==> config.mk <==
export PLATFORM = sky130hd
export DESIGN_NAME = grid_serial_link
export DESIGN_NICKNAME = d
export VERILOG_FILES = /design/src/rtl/grid_link_pkg.sv /design/src/rtl/grid_link_shreg.sv /design/src/rtl/grid_serial_link.sv
export SDC_FILE = /design/constraint.sdc
export NUM_CORES = 1
export LEC_CHECK = 0
export ABC_AREA = 1
export ABC_CLOCK_PERIOD_IN_PS = 9000
export CAP_MARGIN = 20
export CORE_ASPECT_RATIO = 1.25
export CORE_MARGIN = 2
export CORE_UTILIZATION = 56
export DETAILED_ROUTE_END_ITERATION = 12
export GPL_TIMING_DRIVEN = 0
export PLACE_DENSITY = 0.94
export REMOVE_ABC_BUFFERS = 1
export SYNTH_ARGS = -nofsm -noshare
export SYNTH_HDL_FRONTEND = slang
export SYNTH_SLANG_ARGS = --single-unit
==> constraint.sdc <==
create_clock -name clk -period 9 [get_ports clk]
set_clock_uncertainty 0.15 [all_clocks]
set_input_delay 0.9 -clock clk [delete_from_list [all_inputs] [get_ports clk]]
set_output_delay 0.9 -clock clk [all_outputs]
set_load 0.005 [all_outputs]
==> src/rtl/grid_link_pkg.sv <==
// grid_link_pkg: shared types and constants for the grid serial link controller.
// Holds the host op encoding, the controller state encoding and the RUN count width.
package grid_link_pkg;
    localparam int RUN_W = 16;

    typedef enum logic [1:0] {
        OP_LOAD    = 2'd0,
        OP_RUN     = 2'd1,
        OP_READ    = 2'd2,
        OP_ILLEGAL = 2'd3
    } op_e;

    typedef enum logic [2:0] {
        S_IDLE  = 3'd0,
        S_LOAD  = 3'd1,
        S_RUN   = 3'd2,
        S_READ  = 3'd3,
        S_DRAIN = 3'd4,
        S_RESP  = 3'd5
    } state_e;
endpackage

==> src/rtl/grid_link_shreg.sv <==
// grid_link_shreg: parallel-load shift register, shifts toward the MSB, fills at the LSB.
// Ports: clk, reset (async, active-high), i_load (parallel load, has priority),
//        i_shift (shift one place), i_din (parallel data), i_sin (serial in), o_q (contents).
module grid_link_shreg #(
    parameter int W = 8
) (
    input  logic         clk,
    input  logic         reset,
    input  logic         i_load,
    input  logic         i_shift,
    input  logic [W-1:0] i_din,
    input  logic         i_sin,
    output logic [W-1:0] o_q
);
    logic [W-1:0] r_q;

    always_ff @(posedge clk or posedge reset) begin
        if (reset)
            r_q <= '0;
        else if (i_load)
            r_q <= i_din;
        else if (i_shift)
            r_q <= {r_q[W-2:0], i_sin};
    end

    assign o_q = r_q;
endmodule

==> src/rtl/grid_serial_link.sv <==
// grid_serial_link: host command controller driving a serial grid memory (LOAD/RUN/READ).
// Ports: clk, reset (async, active-high); host command i_cmd_valid/o_cmd_ready/i_cmd_op/i_cmd_data;
//        readback o_rsp_valid/i_rsp_ready/o_rsp_data; memory side o_serial_in, o_load_mode,
//        o_run_mode, o_output_mode, i_serial_out; status o_busy, o_err_illegal.
// Option: GRID_LINK_GEN_COUNT_EN adds o_gen_count, a 16-bit count of run_mode cycles
//         cleared by every completed LOAD.
module grid_serial_link
    import grid_link_pkg::*;
#(
    parameter int DATA_SIZE = 64
) (
    input  logic                 clk,
    input  logic                 reset,
    input  logic                 i_cmd_valid,
    output logic                 o_cmd_ready,
    input  logic [1:0]           i_cmd_op,
    input  logic [DATA_SIZE-1:0] i_cmd_data,
    output logic                 o_rsp_valid,
    input  logic                 i_rsp_ready,
    output logic [DATA_SIZE-1:0] o_rsp_data,
    output logic                 o_serial_in,
    output logic                 o_load_mode,
    output logic                 o_run_mode,
    output logic                 o_output_mode,
    input  logic                 i_serial_out,
    output logic                 o_busy,
    output logic                 o_err_illegal
`ifdef GRID_LINK_GEN_COUNT_EN
    ,
    output logic [RUN_W-1:0]     o_gen_count
`endif
);
    localparam int CW = $clog2(DATA_SIZE + 1);

    state_e             r_state, w_state_nx;
    logic [CW-1:0]      r_cnt, w_cnt_nx;
    logic [RUN_W-1:0]   r_run, w_run_nx;
    logic               r_cmd_ready, r_rsp_valid, r_load_mode, r_run_mode, r_output_mode;
    logic               r_busy, r_err, r_cap;
    logic               w_accept, w_tx_load, w_err_nx;
    logic [DATA_SIZE-2:0] w_tx_unused;
    op_e                w_op;

    assign w_op     = op_e'(i_cmd_op);
    assign w_accept = i_cmd_valid && r_cmd_ready;

    always_comb begin
        w_state_nx = r_state;
        w_cnt_nx   = r_cnt;
        w_run_nx   = r_run;
        w_tx_load  = 1'b0;
        w_err_nx   = 1'b0;
        case (r_state)
            S_IDLE: begin
                if (w_accept) begin
                    case (w_op)
                        OP_LOAD: begin
                            w_state_nx = S_LOAD;
                            w_cnt_nx   = CW'(DATA_SIZE);
                            w_tx_load  = 1'b1;
                        end
                        OP_RUN: begin
                            w_run_nx   = RUN_W'(i_cmd_data);
                            w_state_nx = (RUN_W'(i_cmd_data) == '0) ? S_IDLE : S_RUN;
                        end
                        OP_READ: begin
                            w_state_nx = S_READ;
                            w_cnt_nx   = CW'(DATA_SIZE);
                        end
                        default: w_err_nx = 1'b1;
                    endcase
                end
            end
            S_LOAD: begin
                w_cnt_nx   = r_cnt - 1'b1;
                w_state_nx = (r_cnt == CW'(1)) ? S_IDLE : S_LOAD;
            end
            S_RUN: begin
                w_run_nx   = r_run - 1'b1;
                w_state_nx = (r_run == RUN_W'(1)) ? S_IDLE : S_RUN;
            end
            S_READ: begin
                w_cnt_nx   = r_cnt - 1'b1;
                w_state_nx = (r_cnt == CW'(1)) ? S_DRAIN : S_READ;
            end
            // the last memory bit arrives one cycle after output_mode drops
            S_DRAIN: w_state_nx = S_RESP;
            S_RESP:  w_state_nx = i_rsp_ready ? S_IDLE : S_RESP;
            default: w_state_nx = S_IDLE;
        endcase
    end

    always_ff @(posedge clk or posedge reset) begin
        if (reset) begin
            r_state       <= S_IDLE;
            r_cnt         <= '0;
            r_run         <= '0;
            r_cmd_ready   <= 1'b0;
            r_rsp_valid   <= 1'b0;
            r_load_mode   <= 1'b0;
            r_run_mode    <= 1'b0;
            r_output_mode <= 1'b0;
            r_busy        <= 1'b0;
            r_err         <= 1'b0;
            r_cap         <= 1'b0;
        end else begin
            r_state       <= w_state_nx;
            r_cnt         <= w_cnt_nx;
            r_run         <= w_run_nx;
            r_cmd_ready   <= (w_state_nx == S_IDLE);
            r_rsp_valid   <= (w_state_nx == S_RESP);
            r_load_mode   <= (w_state_nx == S_LOAD);
            r_run_mode    <= (w_state_nx == S_RUN);
            r_output_mode <= (w_state_nx == S_READ);
            r_busy        <= (w_state_nx != S_IDLE);
            r_err         <= w_err_nx;
            // memory presents each bit one cycle after output_mode requested it
            r_cap         <= r_output_mode;
        end
    end

    // TX fills with zeros, so its MSB is exactly the serial_in bit during LOAD and 0 otherwise
    grid_link_shreg #(.W(DATA_SIZE)) u_tx (
        .clk     (clk),
        .reset   (reset),
        .i_load  (w_tx_load),
        .i_shift (r_state == S_LOAD),
        .i_din   (i_cmd_data),
        .i_sin   (1'b0),
        .o_q     ({o_serial_in, w_tx_unused})
    );

    grid_link_shreg #(.W(DATA_SIZE)) u_rx (
        .clk     (clk),
        .reset   (reset),
        .i_load  (1'b0),
        .i_shift (r_cap),
        .i_din   ('0),
        .i_sin   (i_serial_out),
        .o_q     (o_rsp_data)
    );

`ifdef GRID_LINK_GEN_COUNT_EN
    logic [RUN_W-1:0] r_gen_count;

    always_ff @(posedge clk or posedge reset) begin
        if (reset)
            r_gen_count <= '0;
        else if (r_state == S_LOAD && r_cnt == CW'(1))
            r_gen_count <= '0;
        else if (r_run_mode)
            r_gen_count <= r_gen_count + 1'b1;
    end

    assign o_gen_count = r_gen_count;
`endif

    assign o_cmd_ready   = r_cmd_ready;
    assign o_rsp_valid   = r_rsp_valid;
    assign o_load_mode   = r_load_mode;
    assign o_run_mode    = r_run_mode;
    assign o_output_mode = r_output_mode;
    assign o_busy        = r_busy;
    assign o_err_illegal = r_err;
endmodule

==> summary.md, run 1 <==
| Metric | Value |
|---|---|
| Mapped Cells | `879` |
| Crit end category | `flip-flop` |
| Footprint of the multi-input gates | `between 2000 and 3000 um2` |
| XOR/XNOR Fraction of Synth Area | `0.004766` |
| Adder-Cell Fraction of Synth Area | `0.006809` |
| Syn Area/Cell | `between 8 and 9 um2` |
| Yosys warns | `0` |
| Area contributors post-synth | `dfrtp_1 (55%), o21ai_0 (11%), inv_1 (6.5%), nand2_1 (5.6%), o21ai_1 (5.5%)` |
| GRT Total Usage | `0.2611` |
| Final setup violation count | `0` |
| EDFF count, synth | `0` |
| Clock buffer depth | `2` |
| Layout cell share with drive strength beyond 1 | `0.05429` |
| Initial antenna violation count | `0` |
| Post-synthesis mux area share | `0` |
| Antenna Nets Post-Route | `0` |
| Iter 0 DRT Violations | `467` |
| Share of the synthesized area in the top cell type | `0.5515` |
| Crit-path leading delay family | `simple AND/OR/NAND/NOR gates` |
| Count leader, synth | `dfrtp_1` |
| CP Launch Type | `primary input` |
| CP Max Fanout | `around 130` |
| Max_cap viols | `0` |
| Asr flop ratio synth | `1.000` |
| Largest area contributor in the netlist | `dfrtp_1` |
| Placer Congestion | `~0.9` |
| Worst path cell trace | `clkdlybuf4s50_1, nor2_4, inv_2, nor2_4, nand2_4, nand2_2, buf_12, o21ai_0` |
| Critical path's most frequent cell | `nor2_4` |
| CP peak stage delay | `approximately 0.75 ns` |
| Core ar. | `roughly 13000 um2` |
| Max_slew headroom | `0.2794` |
| Vias in the first global route | `~6300` |
| Final Critical Period | `roughly 3.5 ns` |
| Hold_buf cts | `0` |
| Grt total ovfl | `0` |
| PwrDens | `between 150 and 200 nW/um2` |
| Synth Flop Type | `dfrtp_1` |
| Post-synthesis cell area | `roughly 7400 um2` |
| Ports | `roughly 140` |
| Post-synth top cells | `dfrtp_1 (162), o21ai_0 (156), inv_1 (128)` |
| Pins over their slew limit | `0` |
| Seq/Total Area, Yosys | `0.5515` |
| Post-DR wirelength/cell | `approximately 15 um` |
| Area Overhead vs Synth | `29.36%` |
| Setup TNS | `0 ns` |
| Crit Path Class | `in -> reg` |
| Vias | `about 6400` |
| TritonRoute pass-1 iters | `5` |
| CP max stage cell | `nand2_4` |
| Largest net degree at the start of global routing | `~130` |
| Bufs and invs on worst path | `3` |
| Maximum VDD drop | `0.1175 mV` |
| I/O Buffers | `~140` |
| CTS clk-pin slew, worst paths | `roughly 0.070 ns` |
| Clock sinks | `~160` |
| Post-synthesis simple-gate area fraction | `0.1380` |
| Initial core utilization | `0.5753` |
| Post-synthesis compound-gate area fraction | `0.1998` |
| Distinct cells, synth | `35` |
| Area of the die | `around 14000 um2` |
| DRC | `0` |
| Reg area | `about 4100 um2` |
| Worst Path Required | `about 9.2 ns` |
| H-tree Lvls | `4` |
| Die X-Extent | `~110 um` |
| Via-per-instance ratio | `5.423` |
| Post-CTS setup buffers | `0` |
| Final wirelength | `between 15000 and 20000 um` |
| LEAKAGE | `around 0.0045 uW` |
| Clock Latency Late Sink | `about 0.42 ns` |
| Status | `finished, final reports clean` |
| CTS tree | `yes` |
| R2r setup slk | `a little over 6 ns` |
| Worst EP arrival | `approximately 3.6 ns` |
| CTS buffer count | `17` |
| Hold Path Class | `reg -> reg` |
| RSZ-0062 raised after global routing | `no` |
| Fillers | `~900` |
| DP HPWL | `11520 um` |
| Die height | `around 130 um` |
| Worst-Margin Slew | `approximately 1.1 ns` |
| Nets@finish | `1075` |
| Synth Register Bits | `between 150 and 200` |
| Final core utilization | `0.7442` |
| Cell row count | `46` |
| CTS Root Cell | `clkbuf_16` |
| Post-CTS Resized | `0` |
| Antenna cells | `0` |
| Max frequency | `289.1 MHz` |
| Period utilisation layout | `0.3843` |
| Final Hold Fails | `0` |
| Largest family of logic cells by synthesized area | `compound AO/OA/AOI/OAI gates` |
| First-pass GRT wire length | `between 20000 and 30000 um` |
## report_power, final
group	switching, uW	internal, uW
sequential	8.45	739
combinational	37.1	52.7
clock	306	478
total	352	1270
## per-layer routing
layer	wire length, um	up-vias	global-route usage	share of wire
met3	831	24	0.04745	0.047
li1	-	3092	-	-
met5	0	-	0	0
met4	269	0	0.07792	0.015
met2	9267	215	0.4630	0.53
met1	7207	3073	0.3248	0.41
## final timing paths
| path | startpoint | end | cells past startpoint |
|---|---|---|---|
| worst min-delay path | o_output_mode | r_cap | 0 |
| max in group asynchronous | reset | r_cap | 3 |
| worst max register to register | r_state[0] | u_tx.o_q[8] | 7 |
| worst min register to register | o_output_mode | r_cap | 0 |
| min in group asynchronous | reset | u_rx.o_q[43] | 2 |
| worst max-delay path | i_cmd_op[0] | u_tx.o_q[8] | 8 |
## worst register-to-register path, delay by kind of cell (launching register included)
kind	cells	cell delay, ns
AO/OA/AOI/OAI	1	0.20
buffers and inverters	2	0.45
flip-flops	1	0.44
AND/OR/NAND/NOR	4	1.60
## layout by cell type (no fill, tap or decap), drive strengths merged, types with 2 or more instances in the layout
cell type,Yosys,layout
a21oi,41,41
a22oi,2,2
buf,20,4
bufinv,0,4
clkbuf,24,19
clkdlybuf4s50,0,142
clkinvlp,0,4
dfrtp,162,162
ha,4,4
inv,133,137
nand2,114,114
nand3,30,30
nor2,95,95
nor3,3,3
o211ai,3,3
o21ai,237,237
xor2,3,3
## metrics by stage
stage                     setup slack (ns)  instance area [um2]  instances  power (uW)  hold WS [ns]
final                                5.541                 9509       1181        1622        0.2245
after global routing                 5.283                 9509       1181        1676        0.2431
after CTS                            5.528                 9509       1181        1631        0.2306
after detailed placement             5.059                 8867       1149       851.8        0.2177
after global placement               1.522                 8756       1145       847.5        0.2169
after floorplan                      3.573                 7124        835       784.7        0.2257
## final cells by class
cell class | instances | area share
clock buffers | 19 | 0.04658
clock inverters | 13 | 0.02092
inverters | 133 | 0.05355
multi-input cells | 540 | 0.2707
flip-flops and latches | 162 | 0.4267
well taps | 168 | 0.02211
repair buffers | 146 | 0.1595
## flip-flops by register name, indices dropped and copies added (netlist names), 3 cells and up
| register | count |
|---|---|
| u_rx.o_q | 64 |
| r_cnt | 7 |
| r_state | 3 |
| r_run | 16 |
| u_tx.o_q | 64 |
## kinds of logic after synthesis
kind of cell | Yosys count
compound gates | 288
xor+xnor | 4
fa+ha+maj | 4
buf+inv | 177
flops | 162
simple gates | 244
Power figures use the tool's default switching activity.
==> inputs of run 2 (changes only) <==
ABC_CLOCK_PERIOD_IN_PS = 2850   (was 9000)
CORE_UTILIZATION = 47   (was 56)
PLACE_DENSITY = 0.85   (was 0.94)
clock period = 2.85 ns   (was 9 ns; I/O delays follow)
==> summary.md, run 2 (same netlist as run 1, synthesis figures left out) <==
| Metric | Value |
|---|---|
| Combinational Power Share | `0.055 (about the same)` |
| Final wirelength | `16720 um (-4.9%)` |
| Worst EP arrival | `2.76 ns (-0.88 ns)` |
| Worst-Margin Slew | `0.9148 ns (-0.1660 ns)` |
| Reg area | `4058 um2 (unchanged)` |
| Initial core utilization | `0.4760 (-0.09929)` |
| Core ar. | `15440 um2 (+21%)` |
| Pins over their slew limit | `0 (unchanged)` |
| Nets@finish | `1076 (+0.093%)` |
| Period utilisation layout | `0.8939` |
| CP peak stage delay | `0.70 ns (-0.05 ns)` |
| Pre-CTS setup slack | `-0.3053 ns (-5.364 ns)` |
| Clock Latency Late Sink | `0.42 ns (about the same)` |
| RSZ-0062 raised after global routing | `no` |
| Final Hold Fails | `0 (unchanged)` |
| Post-DR wirelength/cell | `13.64 um (-8.4%)` |
| Layout cell share with drive strength beyond 1 | `0.05523 (+0.0009326)` |
| Most frequent cells in the layout | `dfrtp_1 (161), o21ai_0 (156), clkdlybuf4s50_1 (142)` |
| DRC | `0 (unchanged)` |
| Post-CTS Resized | `0 (unchanged)` |
| DP HPWL | `11240 um (-2.5%)` |
| GRT Total Usage | `0.2119 (-0.04919)` |
| Die X-Extent | `115.9 um (+8.8%)` |
| Crit end category | `flip-flop` |
| Critical path's most frequent cell | `nand2_1` |
| First-pass GRT wire length | `28020 um (-5.3%)` |
| TritonRoute pass-1 iters | `5 (unchanged)` |
| Switching Share | `0.2158 (-0.001136)` |
| Iter 0 DRT Violations | `568 (+22%)` |
| Status | `finished, final reports clean` |
| Clock sinks | `162 (unchanged)` |
| Worst Path Required | `3.07 ns (-6.11 ns)` |
| CTS tree | `yes` |
| I/O Buffers | `142 (unchanged)` |
| CTS clk-pin slew, worst paths | `0.06 ns (about the same)` |
| Ports | `143 (unchanged)` |
| Setup TNS | `0 ns (unchanged)` |
| CP max stage cell | `nor2_2` |
| Area Overhead vs Synth | `30.31%` |
| Antenna cells | `0 (unchanged)` |
| Most common cell after layout, fill and taps aside | `dfrtp_1` |
| Maximum VDD drop | `0.2970 mV (+150%)` |
| Worst path cell trace | `inv_2, nand2_1, nor2_2, inv_1, nor2_1, nand3_1, nand2_1, nand2_1, nand2_1` |
| Fillers | `1286 (+44%)` |
| Slack of the critical path | `0.3024 ns (-5.239 ns)` |
| Footprint of the multi-input gates | `2574 um2 (unchanged)` |
| Max frequency | `a little under 400 MHz` |
| Antenna Nets Post-Route | `0 (unchanged)` |
| H-tree Lvls | `4 (unchanged)` |
| Post-CTS setup buffers | `0 (unchanged)` |
| Power share of the sequential group | `0.465 (+0.004)` |
| CP Launch Type | `flip-flop` |
| Initial antenna violation count | `0 (unchanged)` |
| Vias in the first global route | `6028 (-4.0%)` |
| Max_slew headroom | `0.3895 (+0.1100)` |
| Largest net degree at the start of global routing | `128 (unchanged)` |
| LEAKAGE | `0.004474 uW (+0.40%)` |
| Hold_buf cts | `0 (unchanged)` |
| Max_cap viols | `0 (unchanged)` |
| Cell row count | `51 (+11%)` |
| Hold Path Class | `in -> async` |
| Switching power | `1096 uW (+210%)` |
| Final Critical Period | `2.548 ns` |
| CTS buffer count | `17 (unchanged)` |
| Grt total ovfl | `0 (unchanged)` |
| Internal Dissipation | `3984 uW (+210%)` |
| Clock buffer depth | `2 (unchanged)` |
| Via-per-instance ratio | `5.063 (-6.6%)` |
| PwrDens | `530.4 nW/um2 (+210%)` |
| Final setup violation count | `0 (unchanged)` |
| Clk pwr share | `0.480 (-0.004)` |
| Area of the die | `16660 um2 (+18%)` |
| Die height | `143.8 um (+8.9%)` |
| CP Max Fanout | `22 (-83%)` |
| Vias | `6207 (-3.1%)` |
| CTS Root Cell | `clkbuf_16` |
| Crit Path Class | `reg -> reg` |
| Placer Congestion | `0.8911 (-1.2%)` |
run 2: changes by cell type in the layout (fill, tap and decap cells not counted):
cell	before	now
clkinv_2	0	2
buf_16	2	3
clkbuf_8	1	0
clkinvlp_4	4	2
inv_8	3	2
clkinv_4	1	0
inv_6	2	5
run 2: worst max-delay path: cells and delay by family, from the launching register on:
kind,cells,cell delay (ns)
AND/OR/NAND/NOR,7,1.35
buffers and inverters,2,0.55
flip-flops,1,0.44
run 2: through the flow:
stage | cell area [um2] | hold WS [ns] | power (uW) | instances | utilization
2_1_floorplan | 7124 | 0.2257 | 2478 | 835 | -
3_3_place_gp | 8811 | 0.2314 | 2678 | 1189 | 0.5706
3_5_place_dp | 8922 | 0.2331 | 2690 | 1193 | 0.5778
4_1_cts | 9552 | 0.1461 | 5131 | 1225 | 0.6185
5_1_grt | 9579 | 0.1849 | 5253 | 1226 | 0.6203
6_report | 9579 | 0.1389 | 5081 | 1226 | 0.6203
run 2: final cells by class:
class / count / share of cell area
Clock inverter: 14 / 0.02090
Tap cell: 212 / 0.02769
Sequential cell: 162 / 0.4236
Timing Repair Buffer: 147 / 0.1612
Clock buffer: 18 / 0.04480
Multi-Input combinational cell: 540 / 0.2687
Inverter: 133 / 0.05316
run 2: worst paths after layout:
check | from | endpoint | cells past startpoint | slack (ns)
setup reg to reg | r_state[0] | r_run[7] | 9 | 0.30
setup / recovery | r_state[0] | r_run[7] | 9 | 0.30
hold / removal | reset | u_rx.o_q[30] | 2 | 0.14
min in group clk | o_output_mode | r_cap | 0 | 0.24
max in group asynchronous | reset | r_run[2] | 3 | 1.57
hold reg to reg | o_output_mode | r_cap | 0 | 0.24
run 2: power by group through the flow:
stage | clock, uW | sequential, uW | combinational [uW]
floorplan | 0 | 2400 | 74.4
global route | 2580 | 2360 | 312
CTS | 2480 | 2360 | 288
global placement | 0 | 2400 | 276
detailed placement | 0 | 2400 | 287
finish | 2440 | 2360 | 282
run 2: per-layer routing:
metal  vias to the layer above  part of all wire  GRT usage
met4                         0             0.021    0.07519
met5                         -                 0          0
met2                       185              0.50     0.3552
met3                        31             0.058    0.05103
li1                       3095                 -          -
met1                      2896              0.42     0.2671
==> inputs of run 3 (changes only) <==
CORE_ASPECT_RATIO = 0.6   (was 1.25)
REMOVE_ABC_BUFFERS = default   (was 1)
==> summary.md, run 3 (same netlist as run 1, synthesis figures left out) <==
| Metric | Value |
|---|---|
| CTS tree | `yes` |
| Layout cell share with drive strength beyond 1 | `0.06913 (+0.01390)` |
| Fillers | `1262 (-1.9%)` |
| Max_cap viols | `0 (unchanged)` |
| Crit end category | `flip-flop` |
| First-pass GRT wire length | `31470 um (+12%)` |
| Max frequency | `533.7 MHz (+36%)` |
| Post-synthesis net count | `954` |
| Crit-path leading delay family | `simple AND/OR/NAND/NOR gates` |
| Area of the die | `16690 um2 (+0.16%)` |
| Post-CTS setup buffers | `0 (unchanged)` |
| Placer Congestion | `0.9151 (+2.7%)` |
| Cell row count | `35 (-31%)` |
| R2r setup slk | `0.98 ns (+0.67 ns)` |
| Die X-Extent | `165.5 um (+43%)` |
| Pins over their slew limit | `0 (unchanged)` |
| CTS buffer count | `17 (unchanged)` |
| Nets@finish | `1118 (+3.9%)` |
| Switching Share | `0.2440 (+0.02817)` |
| Power share of the sequential group | `0.470 (+0.005)` |
| Clock buffer depth | `2 (unchanged)` |
| DRC | `0 (unchanged)` |
| Period utilisation layout | `0.6574 (-0.2365)` |
| CP Max Fanout | `10 (-55%)` |
| CP peak stage delay | `0.37 ns (-0.33 ns)` |
| Internal Dissipation | `3794 uW (-4.8%)` |
| TritonRoute pass-1 iters | `5 (unchanged)` |
| Vias in the first global route | `6328 (+5.0%)` |
| GRT Total Usage | `0.2414 (+0.02952)` |
| Post-DR wirelength/cell | `15.42 um (+13%)` |
| Maximum VDD drop | `0.3863 mV (+30%)` |
| Worst path cell trace | `nand2_2, nor2_4, inv_2, nor2_4, nand2_4, buf_6, buf_6, o21ai_1, o21ai_1` |
| Final core utilization | `0.6339 (+0.01356)` |
| FF-to-FF path depth | `9 (unchanged)` |
| Worst-Margin Slew | `0.8997 ns (-0.01514 ns)` |
| Status | `finished, final reports clean` |
| H-tree Lvls | `4 (unchanged)` |
| Iter 0 DRT Violations | `733 (+29%)` |
| CTS clk-pin slew, worst paths | `0.07 ns (about the same)` |
| PwrDens | `516.5 nW/um2 (-2.6%)` |
| Final Hold Fails | `0 (unchanged)` |
| Final Critical Period | `1.874 ns (-0.6740 ns)` |
| Hold Path Class | `reg -> reg` |
| Wire length on met2 | `8475 um (+2.1%)` |
| I/O Buffers | `142 (unchanged)` |
| Clock sinks | `162 (unchanged)` |
| Worst Path Required | `3.00 ns (-0.07 ns)` |
| Core ar. | `15330 um2 (-0.75%)` |
| Hold Path Cell Cnt | `0` |
| Grt total ovfl | `0 (unchanged)` |
| Highest Signal Layer | `met4` |
| Combinational Power Share | `0.059 (+0.004)` |
| Met1 wire length | `9047 um (+28%)` |
| Largest net degree at the start of global routing | `43 (-66%)` |
| Most common cell after layout, fill and taps aside | `dfrtp_1` |
| Vias | `6662 (+7.3%)` |
| Worst EP arrival | `2.02 ns (-0.74 ns)` |
| Switching power | `1224 uW (+12%)` |
| Bufs and invs on worst path | `3 (+1)` |
| Final setup violation count | `0 (unchanged)` |
| Antenna Nets Post-Route | `0 (unchanged)` |
| Via-per-instance ratio | `5.292 (+4.5%)` |
| Hold_buf cts | `0 (unchanged)` |
| CP max stage cell | `dfrtp_1` |
| LEAKAGE | `0.004555 uW (+1.8%)` |
| WL met3 | `1655 um (+72%)` |
| Clk pwr share | `0.471 (-0.009)` |
| Max_slew headroom | `0.3989 (+0.009484)` |
| Initial antenna violation count | `0 (unchanged)` |
| Die height | `100.9 um (-30%)` |
| Final wirelength | `19420 um (+16%)` |
| CTS Root Cell | `clkbuf_16` |
| RSZ-0062 raised after global routing | `no` |
| Ports | `143 (unchanged)` |
| Area Overhead vs Synth | `32.17%` |
| DP HPWL | `13850 um (+23%)` |
| Antenna cells | `0 (unchanged)` |
| CP Launch Type | `flip-flop` |
| Setup TNS | `0 ns (unchanged)` |
| CP Depth | `9 (unchanged)` |
| Clock Latency Late Sink | `0.42 ns (about the same)` |
| Initial core utilization | `0.4796 (+0.003575)` |
| Post-CTS Resized | `0 (unchanged)` |
| Most frequent cells in the layout | `dfrtp_1 (162), o21ai_0 (156), clkdlybuf4s50_1 (142)` |
| Crit Path Class | `reg -> reg` |
[run 3: layout make-up]
class	count	area (um2)	area share
repair buffers	145	1481	0.1525
plain buffers	44	226.5	0.02331
flip-flops and latches	162	4054	0.4173
clock buffers	18	439.2	0.04520
multi-input cells	540	2569	0.2644
clock inverters	14	186.4	0.01919
inverters	133	505.5	0.05203
well taps	203	254.0	0.02614
[run 3: worst reg2reg max path: stages (launching register included)]
cell	delay (ns)
dfrtp_1	0.37
nand2_2	0.13
nor2_4	0.14
inv_2	0.05
nor2_4	0.17
nand2_4	0.16
buf_6	0.19
buf_6	0.14
o21ai_1	0.17
o21ai_1	0.10
[run 3: path summary, 6_finish.rpt]
check / startpoint / to
min: o_output_mode / r_cap
min reg2reg: o_output_mode / r_cap
max in group asynchronous: reset / u_tx.o_q[60]
min in group asynchronous: reset / u_rx.o_q[56]
max: o_cmd_ready / u_tx.o_q[32]
max reg2reg: o_cmd_ready / u_tx.o_q[32]
[run 3: power by group through the flow]
stage                     Clock (uW)  Sequential, uW  Combinational (uW)
after floorplan                    0            2400                75.0
after global placement             0            2400                 284
after detailed placement           0            2400                 296
after CTS                       2400            2360                 299
after global routing            2500            2360                 323
final                           2360            2360                 295
[run 3: metal layers]
layer | global-route usage | vias to the layer above
met5 | 0 | -
met4 | 0.06698 | 0
met3 | 0.04525 | 19
li1 | - | 3183
met2 | 0.3527 | 286
met1 | 0.3686 | 3174
[run 3: metrics by stage]
step,setup slack (ns),cells,area [um2],hold slack [ns],total power [uW]
detailed placement,0.6303,1227,9090,0.2086,2699
finish,0.9764,1259,9716,0.2207,5018
floorplan,0.3582,879,7355,0.2257,2478
global route,0.8302,1259,9716,0.2321,5183
CTS,0.9994,1259,9716,0.2233,5055
global placement,-0.9908,1224,9030,0.2078,2687
==> RTL edit, RTL diff (flow settings as in run 1) <==
The 6 states of `state_e` get a one-hot encoding in 6 bits.
--- a/src/rtl/grid_link_pkg.sv
+++ b/src/rtl/grid_link_pkg.sv
@@ -10,13 +10,13 @@
         OP_ILLEGAL = 2'd3
     } op_e;
 
-    typedef enum logic [2:0] {
-        S_IDLE  = 3'd0,
-        S_LOAD  = 3'd1,
-        S_RUN   = 3'd2,
-        S_READ  = 3'd3,
-        S_DRAIN = 3'd4,
-        S_RESP  = 3'd5
+    typedef enum logic [5:0] {
+        S_IDLE  = 6'b000001,
+        S_LOAD  = 6'b000010,
+        S_RUN   = 6'b000100,
+        S_READ  = 6'b001000,
+        S_DRAIN = 6'b010000,
+        S_RESP  = 6'b100000
     } state_e;
 endpackage
 
Formal check against the unedited RTL: same outputs for any inputs over 10 cycles, from zero or initial values and one cycle with reset high; not proved beyond that.
==> RTL edit against run 1 <==
- area after synthesis is 6.1% higher
- critical endpoint is now u_tx.o_q[56]
- die area is 5.9% higher
- utilization is 2.2 points lower
- worst setup slack better by 550 ps
- sequential cell count is 3 higher
- register-to-register slack better by 120 ps
- critical path depth is 1 lower
- non-clock buffer count stayed put
- routed wire length is 9.5% higher
- cell area is 4.0% higher
Power is not compared: it rests on default switching activity, and its combinational part moved more than twofold at a synthesized area within 25%.
==> RTL edit: results (changes against run 1) <==
[detailed_routing]
wl_per_cell_um=14.7  ; was 14.9 um
via_per_inst=5.30  ; was 5.42
vias=6949  ; was 6,404
detail_route.iter0.violations=513  ; was 467
dr.pass1.iters=5  ; unchanged

[worst_setup_path]
critPathTopFamily=buffers and inverters  ; was simple AND/OR/NAND/NOR gates
cp_slowest_stage_delay_ps=510  ; was 750 ps
r2r-start=r_state[1]  ; was r_state[0]
critPathKind=primary input to flop  ; unchanged
crit_slowest_cell=nand3_4  ; was nand2_4
critPathLaunch=i_cmd_valid  ; was i_cmd_op[0]
path_max_fanout=74  ; was 127
cp.arrival_ps=3050  ; was 3640 ps

[cells_and_area]
drive_gt1_frac=0.0467  ; was 0.0543
nets=1197  ; was 1,075

[placed_design]
pre_cts_ws_ps=5740  ; was 5060 ps
dp_hpwl_um=12800  ; was 11,500 um
dpl_cell_area_sq_mm=0.00932  ; was 0.00887 sq mm
dp.cells=1278  ; was 1,149
portBuffers=142  ; unchanged
gp_congestion=0.865  ; was 0.902

[global_route]
track_usage=0.266  ; was 0.261
use_met2=0.459  ; was 0.463
grt_pass1_wl_um=31200  ; was 29,600 um
grt_pass1_vias=6716  ; was 6,279
met3_usage=0.0446  ; was 0.0475
grt_max_degree=94  ; was 128
gr-usage-met1=0.312  ; was 0.325
antenna_found_initial=1  ; was 0
grt.overflow.total=0  ; unchanged

[synthesis]
yosysUniqueCellTypes=29  ; was 35
ys_seq_area_frac=0.530  ; was 0.551
synth_commonest_cells=nand2_1 (263), dfrtp_1 (164), inv_1 (134), nor2_1 (106), nand3_1 (92)  ; was dfrtp_1 (162), o21ai_0 (156), inv_1 (128), nand2_1 (110), nor2_1 (89)
syn-instance-count=1002  ; was 879
synth_area_leaders=dfrtp_1 (53%), nand2_1 (13%), inv_1 (6.5%), nand3_1 (5.9%), nor2_1 (5.1%)  ; was dfrtp_1 (55%), o21ai_0 (11%), inv_1 (6.5%), nand2_1 (5.6%), o21ai_1 (5.5%)
synthArstFlopShare=1.00  ; unchanged
synth-warning-count=0  ; unchanged

[cts]
clock_path_buffers=2  ; unchanged
htreeDepth=4  ; unchanged
clock_latency_ps=430
cts_resized=0  ; unchanged
postCtsSetupRepairBufs=0  ; unchanged
cts-root-buf=clkbuf_16  ; unchanged
clkTransAtPathRegs_ps=60

[timing]
final.setup.tns_ps=0  ; unchanged
max_slew.worst_pin.slew_ps=1020  ; was 1080 ps

[pwr]
power_frac_clock=0.205
p_leak_nw=4.71
pg_comb_w=0.00139
pwr-share-comb=0.403
peakVddDrop_mv=0.179

[hold_path]
min_path_type=flop to flop  ; unchanged
min-delay-start=o_output_mode  ; unchanged

[outcome]
status=finished clean  ; unchanged

==> RTL edit: changes by cell type in the layout (fill, tap and decap cells not counted), sizes merged, moves of 3 or more <==
cell / before / now
nand3: 30 / 96
nand2: 114 / 264
clkinv: 1 / 5
inv: 137 / 146
bufinv: 4 / 1
nor2: 95 / 110
o21ai: 237 / 130
a21oi: 41 / 35
clkinvlp: 4 / 1
==> RTL edit: layout make-up <==
type | instances | area [sq um]
Sequential cell | 165 | 4130
Timing Repair Buffer | 146 | 1520
Clock buffer | 18 | 429
Tap cell | 175 | 219
Multi-Input combinational cell | 653 | 2920
Inverter | 139 | 529
Clock inverter | 14 | 138
Antenna cell | 1 | 2.50
Fill cell | 980 | 3800
==> RTL edit: final timing paths <==
kind	end	slack (ps)	cells after the start
min in group asynchronous	u_rx.o_q[26]	770	2
max in group asynchronous	r_state[0]	7070	3
setup / recovery	u_tx.o_q[56]	6090	7
setup reg to reg	u_tx.o_q[32]	6190	8
hold / removal	r_cap	330	0
hold reg to reg	r_cap	330	0
==> RTL edit: cell families (layout without fill, tap and decap cells) <==
| group | Yosys count | count (layout) | share of synthesized area |
|---|---|---|---|
| compound gates | 167 | 167 | 0.108 |
| xor+xnor | 6 | 6 | 0.00674 |
| fa+ha+maj | 4 | 4 | 0.00642 |
| buf+inv | 184 | 317 | 0.0960 |
| flops | 165 | 165 | 0.530 |
| other cells | 0 | 1 | 0 |
| simple gates | 476 | 476 | 0.253 |
==> RTL edit: layer usage <==
metal / wire length (um) / vias to the layer above
li1: - / 3399
met1: 7560 / 3275
met2: 10000 / 203
met3: 740 / 72
met4: 949 / 0
met5: 0 / -
